$ cat src/rtl/fp16_pkg.sv
// Shared binary16 constants and the divider FSM state type.
package fp16_pkg;

   localparam int FP16_BIAS = 15;
   localparam int EXP_W     = 5;
   localparam int FRAC_W    = 10;
   localparam int Q_BITS    = 12;

   typedef enum logic [1:0] {
      IDLE  = 2'd0,
      DIV   = 2'd1,
      ROUND = 2'd2,
      DONE  = 2'd3
   } state_t;

endpackage

$ cat src/rtl/fp16_round_pack.sv
// Combinational RNE rounding, exponent adjust, clamp and binary16 packing.
// sig is 1 integer bit, FRAC_W fraction bits and one guard bit, MSB first.
module fp16_round_pack
   import fp16_pkg::*;
(
   input  logic                    sign,
   input  logic signed [7:0]       exp_pre,
   input  logic [Q_BITS-1:0]       sig,
   input  logic                    sticky,
   input  logic                    div_by_zero,
   output logic [15:0]             result,
   output logic                    overflow,
   output logic                    underflow
);

   logic                round_up;
   logic [Q_BITS-1:0]   sig_rnd;
   logic                carry;
   logic [FRAC_W-1:0]   frac;
   logic signed [7:0]   exp_fin;

   always_comb begin
      round_up  = sig[0] & (sticky | sig[1]);
      sig_rnd   = {1'b0, sig[Q_BITS-1:1]} + {{(Q_BITS-1){1'b0}}, round_up};
      // A carry means the significand rounded up to 2.0: renormalise by one.
      carry     = sig_rnd[Q_BITS-1];
      frac      = carry ? sig_rnd[FRAC_W:1] : sig_rnd[FRAC_W-1:0];
      exp_fin   = exp_pre + $signed({7'b0, carry});
      overflow  = !div_by_zero && (exp_fin >= 8'sd31);
      underflow = !div_by_zero && !overflow && (exp_fin <= 8'sd0);
      result    = {sign, exp_fin[EXP_W-1:0], frac};
      if (div_by_zero || overflow) begin
         result = {sign, 5'd30, 10'h3FF};
      end else if (underflow) begin
         result = {sign, 15'd0};
      end
   end

endmodule

$ cat src/rtl/fp16_div_seq.sv
// Sequential binary16 divider: restoring division, one quotient bit per cycle.
// Define FP16_DIV_STATUS_EN to add the status [2:0] = {div_by_zero, overflow, underflow} port.
module fp16_div_seq
   import fp16_pkg::*;
#(
   parameter int WIDTH = 16
)
(
   input  logic             clk,
   input  logic             rst,
   input  logic             in_valid,
   output logic             in_ready,
   input  logic [WIDTH-1:0] a,
   input  logic [WIDTH-1:0] b,
   output logic             out_valid,
   input  logic             out_ready,
   output logic [WIDTH-1:0] quotient
`ifdef FP16_DIV_STATUS_EN
   ,
   output logic [2:0]       status
`endif
);

   // Handshake: a transfer happens on a rising edge where valid && ready are
   // both high; valid and its payload stay stable until that edge.

   state_t              state;
   logic [3:0]          cnt;
   logic [EXP_W-1:0]    ea_r;
   logic [EXP_W-1:0]    eb_r;
   logic                s_r;
   logic                lt_r;
   logic                dz_r;
   logic [10:0]         mb_r;
   logic [11:0]         rem;
   logic [Q_BITS-1:0]   q;

   logic [10:0]         ma_in;
   logic [10:0]         mb_in;
   logic                rem_ge;
   logic [11:0]         rem_step;
   logic signed [7:0]   exp_pre;
   logic [15:0]         rp_result;
   logic                rp_overflow;
   logic                rp_underflow;

   assign in_ready  = (state == IDLE);
   assign out_valid = (state == DONE);

   assign ma_in    = {1'b1, a[FRAC_W-1:0]};
   assign mb_in    = {1'b1, b[FRAC_W-1:0]};
   assign rem_ge   = (rem >= {1'b0, mb_r});
   assign rem_step = rem_ge ? (rem - {1'b0, mb_r}) : rem;
   assign exp_pre  = $signed({3'b0, ea_r} - {3'b0, eb_r} + 8'(FP16_BIAS) - {7'b0, lt_r});

   fp16_round_pack u_round_pack (
      .sign        (s_r),
      .exp_pre     (exp_pre),
      .sig         (q),
      .sticky      (|rem),
      .div_by_zero (dz_r),
      .result      (rp_result),
      .overflow    (rp_overflow),
      .underflow   (rp_underflow)
   );

   always_ff @(posedge clk) begin
      if (rst) begin
         state    <= IDLE;
         cnt      <= 4'd0;
         ea_r     <= '0;
         eb_r     <= '0;
         s_r      <= 1'b0;
         lt_r     <= 1'b0;
         dz_r     <= 1'b0;
         mb_r     <= '0;
         rem      <= '0;
         q        <= '0;
         quotient <= '0;
`ifdef FP16_DIV_STATUS_EN
         status   <= 3'b000;
`endif
      end else begin
         case (state)
            IDLE: begin
               if (in_valid) begin
                  ea_r  <= a[14:10];
                  eb_r  <= b[14:10];
                  s_r   <= a[WIDTH-1] ^ b[WIDTH-1];
                  dz_r  <= (b[14:10] == 5'd0);
                  mb_r  <= mb_in;
                  // Pre-shift a smaller dividend so the first quotient bit is always 1.
                  lt_r  <= (ma_in < mb_in);
                  rem   <= (ma_in < mb_in) ? {ma_in, 1'b0} : {1'b0, ma_in};
                  q     <= '0;
                  cnt   <= 4'd0;
                  state <= DIV;
               end
            end
            DIV: begin
               q   <= {q[Q_BITS-2:0], rem_ge};
               rem <= {rem_step[10:0], 1'b0};
               if (cnt == 4'(Q_BITS - 1)) begin
                  cnt   <= 4'd0;
                  state <= ROUND;
               end else begin
                  cnt <= cnt + 4'd1;
               end
            end
            ROUND: begin
               quotient <= rp_result;
`ifdef FP16_DIV_STATUS_EN
               status   <= {dz_r, rp_overflow, rp_underflow};
`endif
               state    <= DONE;
            end
            DONE: begin
               if (out_ready) begin
                  state <= IDLE;
               end
            end
            default: state <= IDLE;
         endcase
      end
   end

`ifndef FP16_DIV_STATUS_EN
   logic unused_flags;
   assign unused_flags = rp_overflow ^ rp_underflow;
`endif

endmodule

$ cat config.mk
export PLATFORM = sky130hd
export DESIGN_NAME = fp16_div_seq
export DESIGN_NICKNAME = d
export VERILOG_FILES = /design/src/rtl/fp16_pkg.sv /design/src/rtl/fp16_round_pack.sv /design/src/rtl/fp16_div_seq.sv
export SDC_FILE = /design/constraint.sdc
export NUM_CORES = 1
export LEC_CHECK = 0
export BUFFER_PORTS_ARGS = -buffer_cell sky130_fd_sc_hd__buf_2
export CAP_MARGIN = 0
export CORE_MARGIN = 1.5
export CORE_UTILIZATION = 60
export DETAILED_ROUTE_END_ITERATION = 10
export GPL_ROUTABILITY_DRIVEN = 0
export PLACE_DENSITY = 0.81
export SETUP_SLACK_MARGIN = 0.2
export SLEW_MARGIN = 30
export SYNTH_ARGS = -nofsm -noshare
export SYNTH_HDL_FRONTEND = slang
export SYNTH_HIERARCHICAL = 1
export SYNTH_SLANG_ARGS = --single-unit
$ cat constraint.sdc
create_clock -name clk -period 5.3 [get_ports clk]
set_input_delay 0.53 -clock clk [delete_from_list [all_inputs] [get_ports clk]]
set_output_delay 0.53 -clock clk [all_outputs]
set_load 0.02 [all_outputs]
### Yosys cells after proc, flatten, opt, wreduce, memory -nomap -nowiden

Index checks and enable logic that the tools add are counted.
W data, S select, Z words.

| storage, ports and cells | value |
|---|---|
| input port bits | 36 |
| register bits after elaboration | 70 |
| output and inout port bits | 18 |
| word-level logic and storage cells | 61 |

| operators by class | value |
|---|---|
| eq/ne operators | 7 |
| order comparisons | 4 |
| bitwise operators | 3 |
| add/sub/neg operators | 7 |
| reductions and logical operators | 13 |
| mux-type cells | 16 |

Operators with widths:

| kind | count |
|---|---|
| $pmux W12 S2 | 2 |
| $mux W12 | 3 |
| $mux W15 | 2 |
| $add A11 B1 Y12 | 1 |
| $ge A12 B11 Y1 | 1 |
| $reduce_or A12 Y1 | 1 |
| $lt A11 B11 Y1 | 1 |
| $mux W11 | 1 |
| $sub A11 B11 Y11 | 1 |
| $mux W10 | 1 |
| $add A8 B2 Y8 | 1 |
| $ge A8 B6 Y1 const B | 1 |
| $le A8 B1 Y1 const B | 1 |
| $mux W4 | 2 |
| $pmux W2 S4 | 1 |
| $pmux W4 S2 | 1 |
| $sub A7 B2 Y8 | 1 |
| $add A6 B5 Y7 const B | 1 |
| $mux W2 | 3 |
| $sub A5 B5 Y6 | 1 |
| $logic_not A5 Y1 | 1 |
| $add A4 B1 Y4 const B | 1 |
| $eq A2 B2 Y1 const B | 2 |
| $eq A4 B4 Y1 const B | 1 |
| other kinds (13) | 18 |

### Depth between registers and ports, before layout

| depth | value |
|---|---|
| word-level depth | 12 |
| depth in mapped cells | 19 |
| mapped depth without buffers | 18 |

### Cells and area by module

The synthesis kept the hierarchy.

Modules (own cells, without submodules):

| module | area each (um^2) | times used | sequential area each (um^2) | cells an instance |
|---|---|---|---|---|
| fp16_div_seq | 4124.0 | 1 | 1401.3 | 498 |
| fp16_round_pack | 923.4 | 1 | 0.0 | 126 |

### Worst setup path after synthesis

Ideal clock, no wire load.

| timing path | value |
|---|---|
| path kind | reg-to-reg |
| start point | reg ea_r[0] |
| end point | reg quotient[1] |
| buffers on the path | 1 |
| cell stages (with the launch flop) | 18 |
| data arrival time | 3.906 ns |
| path slack | 1.267 ns |
| required time | 5.172 ns |
| cell sequence | dfxtp_1 > inv_1 > ha_1 > inv_1 > fa_1 > a21o_1 > a21oi_1 > xor2_1 > mux2_2 > a2111oi_0 > nor2_1 > nand3_1 > a2111oi_4 > nor4_4 > buf_6 > nand3_2 > mux2i_1 > nor2_1 |

| on the way | value |
|---|---|
| longest elaborated chain between the ends | 11 |
| elaborated cells between the ends (all ways) | 13 |

Ends and longest elaborated chain:

| item | line | source |
|---|---|---|
| start: declaration | fp16_div_seq.sv:29 | `logic [EXP_W-1:0] ea_r;` |
| start signal: assignment | fp16_div_seq.sv:87 | `ea_r <= a[14:10];` |
| $sub A5 B5 Y6 * | fp16_div_seq.sv:54 | `assign exp_pre = $signed({3'b0, ea_r} - {3'b0, eb_r} + 8'(FP16_BIAS) - {7'b0, lt_r});` |
| $add A6 B5 Y7 * | fp16_div_seq.sv:54 |  |
| $sub A7 B2 Y8 * | fp16_div_seq.sv:54 |  |
| net exp_pre[7] | fp16_div_seq.sv:42 | `logic signed [7:0] exp_pre;` |
| $add A8 B2 Y8 * | fp16_round_pack.sv:28 | `exp_fin = exp_pre + $signed({7'b0, carry});` |
| $ge A8 B6 Y1 | fp16_round_pack.sv:29 | `overflow = !div_by_zero && (exp_fin >= 8'sd31);` |
| $logic_and A1 B1 Y1 | fp16_round_pack.sv:29 |  |
| $logic_not A1 Y1 | fp16_round_pack.sv:30 | `underflow = !div_by_zero && !overflow && (exp_fin <= 8'sd0);` |
| $logic_and A1 B1 Y1 (2 in a row) | fp16_round_pack.sv:30 |  |
| $mux W15 | fp16_round_pack.sv:34 | `end else if (underflow) begin` |
| $mux W15 * | fp16_round_pack.sv:32 | `if (div_by_zero \|\| overflow) begin` |
| net rp_result[1] | fp16_div_seq.sv:43 | `logic [15:0] rp_result;` |
| end signal: assignment | fp16_div_seq.sv:111 | `quotient <= rp_result;` |
| end: declaration | fp16_div_seq.sv:17 | `output logic [WIDTH-1:0] quotient` |

Mark *: on every way through the listed nets, which the timed path passes. The rest lies on a longest branch.
A chain may end at the register's enable or synchronous reset.

### Worst setup path after layout

| timing path | value |
|---|---|
| start point | reg ea_r[0] |
| end point | reg quotient[13] |

The elaborated chain is that of the path after synthesis.

==> impl_results.md <==
- Critical path data arrival time: approximately 4800 ps
- Category of the critical setup timing path: reg2reg
- Boundary Pins: 54
- Number of buffers created by CTS: 9
- Routed wire length: about 12 mm
- Via count: 4741
- Setup repair after global routing missed its margin: false
- Filler Cells Inserted: slightly below 700
- Drt first-iter violations: 288
- Setup_tns: 0 ps
- Highest metal used: met4
- VDD IR-drop max: just under 0.5 mV
- H-tree level count: 3
- Synthesized cell area: 5030 sq um
- Hold-critical path endpoint: ea_r[3]
- Number of global-route vias before repair: between 4000 and 5000
- Initial core utilization: between 60% and 70%
- Worst slack on hold paths: roughly 420 ps
- Die ar.: a little under 9000 sq um
- Clock Sink Count: 70
- Share of the cycle needed by the critical path after routing: about 86%
- Area after detailed placement: roughly 5300 sq um
- GRT Resource Usage Total: 27.8%
- Detailed route wirelength on metal2: approximately 5.7 mm
- Final non-filler cell area: roughly 5500 sq um
- Final setup skew: 12.1 ps
- Number of warnings reported in the yosys synthesis log: 6
- Synthesized instance count: between 600 and 700
- Startpoint Class: register
- TritonCTS clock tree: done
- Die extent in x: ~95 microns
- CTS root buf: clkbuf_8
- Largest net degree at the start of global routing: 34
- Gates resized, CTS repair: 0
- Number of instances on the worst hold path: 3
- Static power due to leakage: between 0.002 and 0.0025 uW
- Transition time at the pin with the least slew margin: between 900 and 1000 ps
- Area of the core: just over 8000 sq um
- # setup viols final: 0
- Antenna violations before repair: 0
- Highest attainable clock frequency: 221 MHz
- Number of detailed-routing iterations run before antenna repair: 5
- Hold path start: a[13]
- Vertical extent of the die: roughly 95 microns
- Clock transition time at the flip-flop clock pins of the worst setup and hold paths: around 80 ps
- Longest Clk Path Bufs: 2
- CP Max Fanout: 15
- FF-to-FF setup slack: between 700 and 800 ps
- Ratio of cells with drive above 1 in the final layout: 15.6%
- Max-slew violation count: 0
- Count of antenna-violating nets left after detailed routing: 0
- Total of hold buffers inserted after clock tree synthesis: 0
- Cell area power density: 751 nW/um^2
- Wire length of the first global-routing pass: a little under 20 mm
- Post-layout utilization of the core: around two thirds
- Crit end category: register
- R2r endpoint: quotient[13]
- Critical Path RT: ~5500 ps
- Net count after synthesis: approximately 700
- Sum of met3 wire segment lengths after detailed routing: 602 microns
- Run status: finished, final reports clean
- Number of standard-cell rows in the floorplan: 33
- Worst min path class: in2reg
- Average wire per cell in the routed design: around 16 microns
- Layout net count: 733
- Dpl hpwl: between 8 and 9 mm
- Wire length on met1: ~5.3 mm
- Average instance area after synthesis: slightly above 8 sq um
- Avg Vias per Cell: ~6.2
- Final Critical Period: 4530 ps
- Total grt overflow: 0
- Layout-stage area growth over the synthesis result: 10.3%
- Fin. Hold Viols: 0
- Total inserted antenna cells: 0
- Postcts setup bufs: 0
- Input/output buffers: 53
- Max-Cap Viols: 0
- Slew Limit Headroom: roughly 36%
- Worst Reg2Reg Path Length in Cells: 17
- DRC viols: 0
- Worst R2R Start: ea_r[0]
- Skew-Pair Late Insertion Delay: approximately 350 ps
## metal layers
metal  vias to the layer above  global-route usage (%)
met5                         -                       0
met4                         0                    12.8
met3                        32                    3.70
met2                       177                    46.9
met1                      2234                    35.0
li1                       2298                       -
## how the worst max path moves through the flow
stage	startpoint	to	slack, ps
after CTS	ea_r[0]	quotient[10]	820
after floorplan	ea_r[0]	quotient[1]	1290
after detailed placement	ea_r[0]	quotient[10]	870
after global routing	ea_r[0]	quotient[14]	440
after global placement	ea_r[0]	quotient[13]	1030
final	ea_r[0]	quotient[13]	770
## power by group
| part | switching [uW] | internal (uW) | total (uW) |
|---|---|---|---|
| clock network | 209 | 327 | 535 |
| logic | 1770 | 1080 | 2860 |
| registers | 108 | 664 | 772 |
## sequential cells by signal (all words and copies together), names as in the netlist
signal and count:
eb_r 5, cnt 4, dz_r 1, rem 12, state 2, lt_r 1, q 12, ea_r 5
mb_r 11, quotient 16, s_r 1
## cell type report
class | count | area [sq um] | share of cell area, %
clock buffers | 11 | 141 | 2.55
inverters | 43 | 161 | 2.91
multi-input cells | 472 | 3290 | 59.4
well taps | 105 | 131 | 2.37
clock inverters | 5 | 106 | 1.92
repair buffers | 59 | 310 | 5.60
flip-flops and latches | 70 | 1400 | 25.3
## critical path, cell delays in order, from the launching register on
cell and delay [ps]:
dfxtp_1 310, inv_1 70, ha_1 140, inv_1 50
fa_1 400, a21o_1 200, a21oi_1 170, xor2_1 290
mux2_2 410, a211oi_1 300, xor2_1 470, a31oi_1 460
o21a_1 350, nor4_4 200, buf_4 270, o21ai_0 120
mux2i_1 140, nor2_1 50
## cell usage in the layout, fill, tap and decap left out, drive strengths merged, types with 4 or more instances in the layout
cell type / count
o2111ai: 4
a21oi: 45
ha: 39
buf: 59
a221o: 7
mux2i: 22
dfxtp: 70
a211oi: 10
nand4: 6
nand2: 65
nor2b: 7
clkbuf: 11
o21a: 9
o21ai: 24
nor2: 58
inv: 43
xnor2: 8
nor4: 4
o211ai: 11
and2: 4
nor3: 9
a22oi: 14
and4: 6
mux2: 9
and3: 9
a31oi: 8
nand3: 33
xor2: 11
nand2b: 8
a21o: 5
## stage by stage
step | std cells | setup slack [ps] | power, uW
6_report | 765 | 767 | 4160
3_5_place_dp | 749 | 870 | 3540
5_1_grt | 765 | 437 | 4490
2_1_floorplan | 621 | 1290 | 3030
4_1_cts | 765 | 822 | 4120
3_3_place_gp | 749 | 1030 | 3460
No activity file was read; power rests on OpenSTA's default activity.
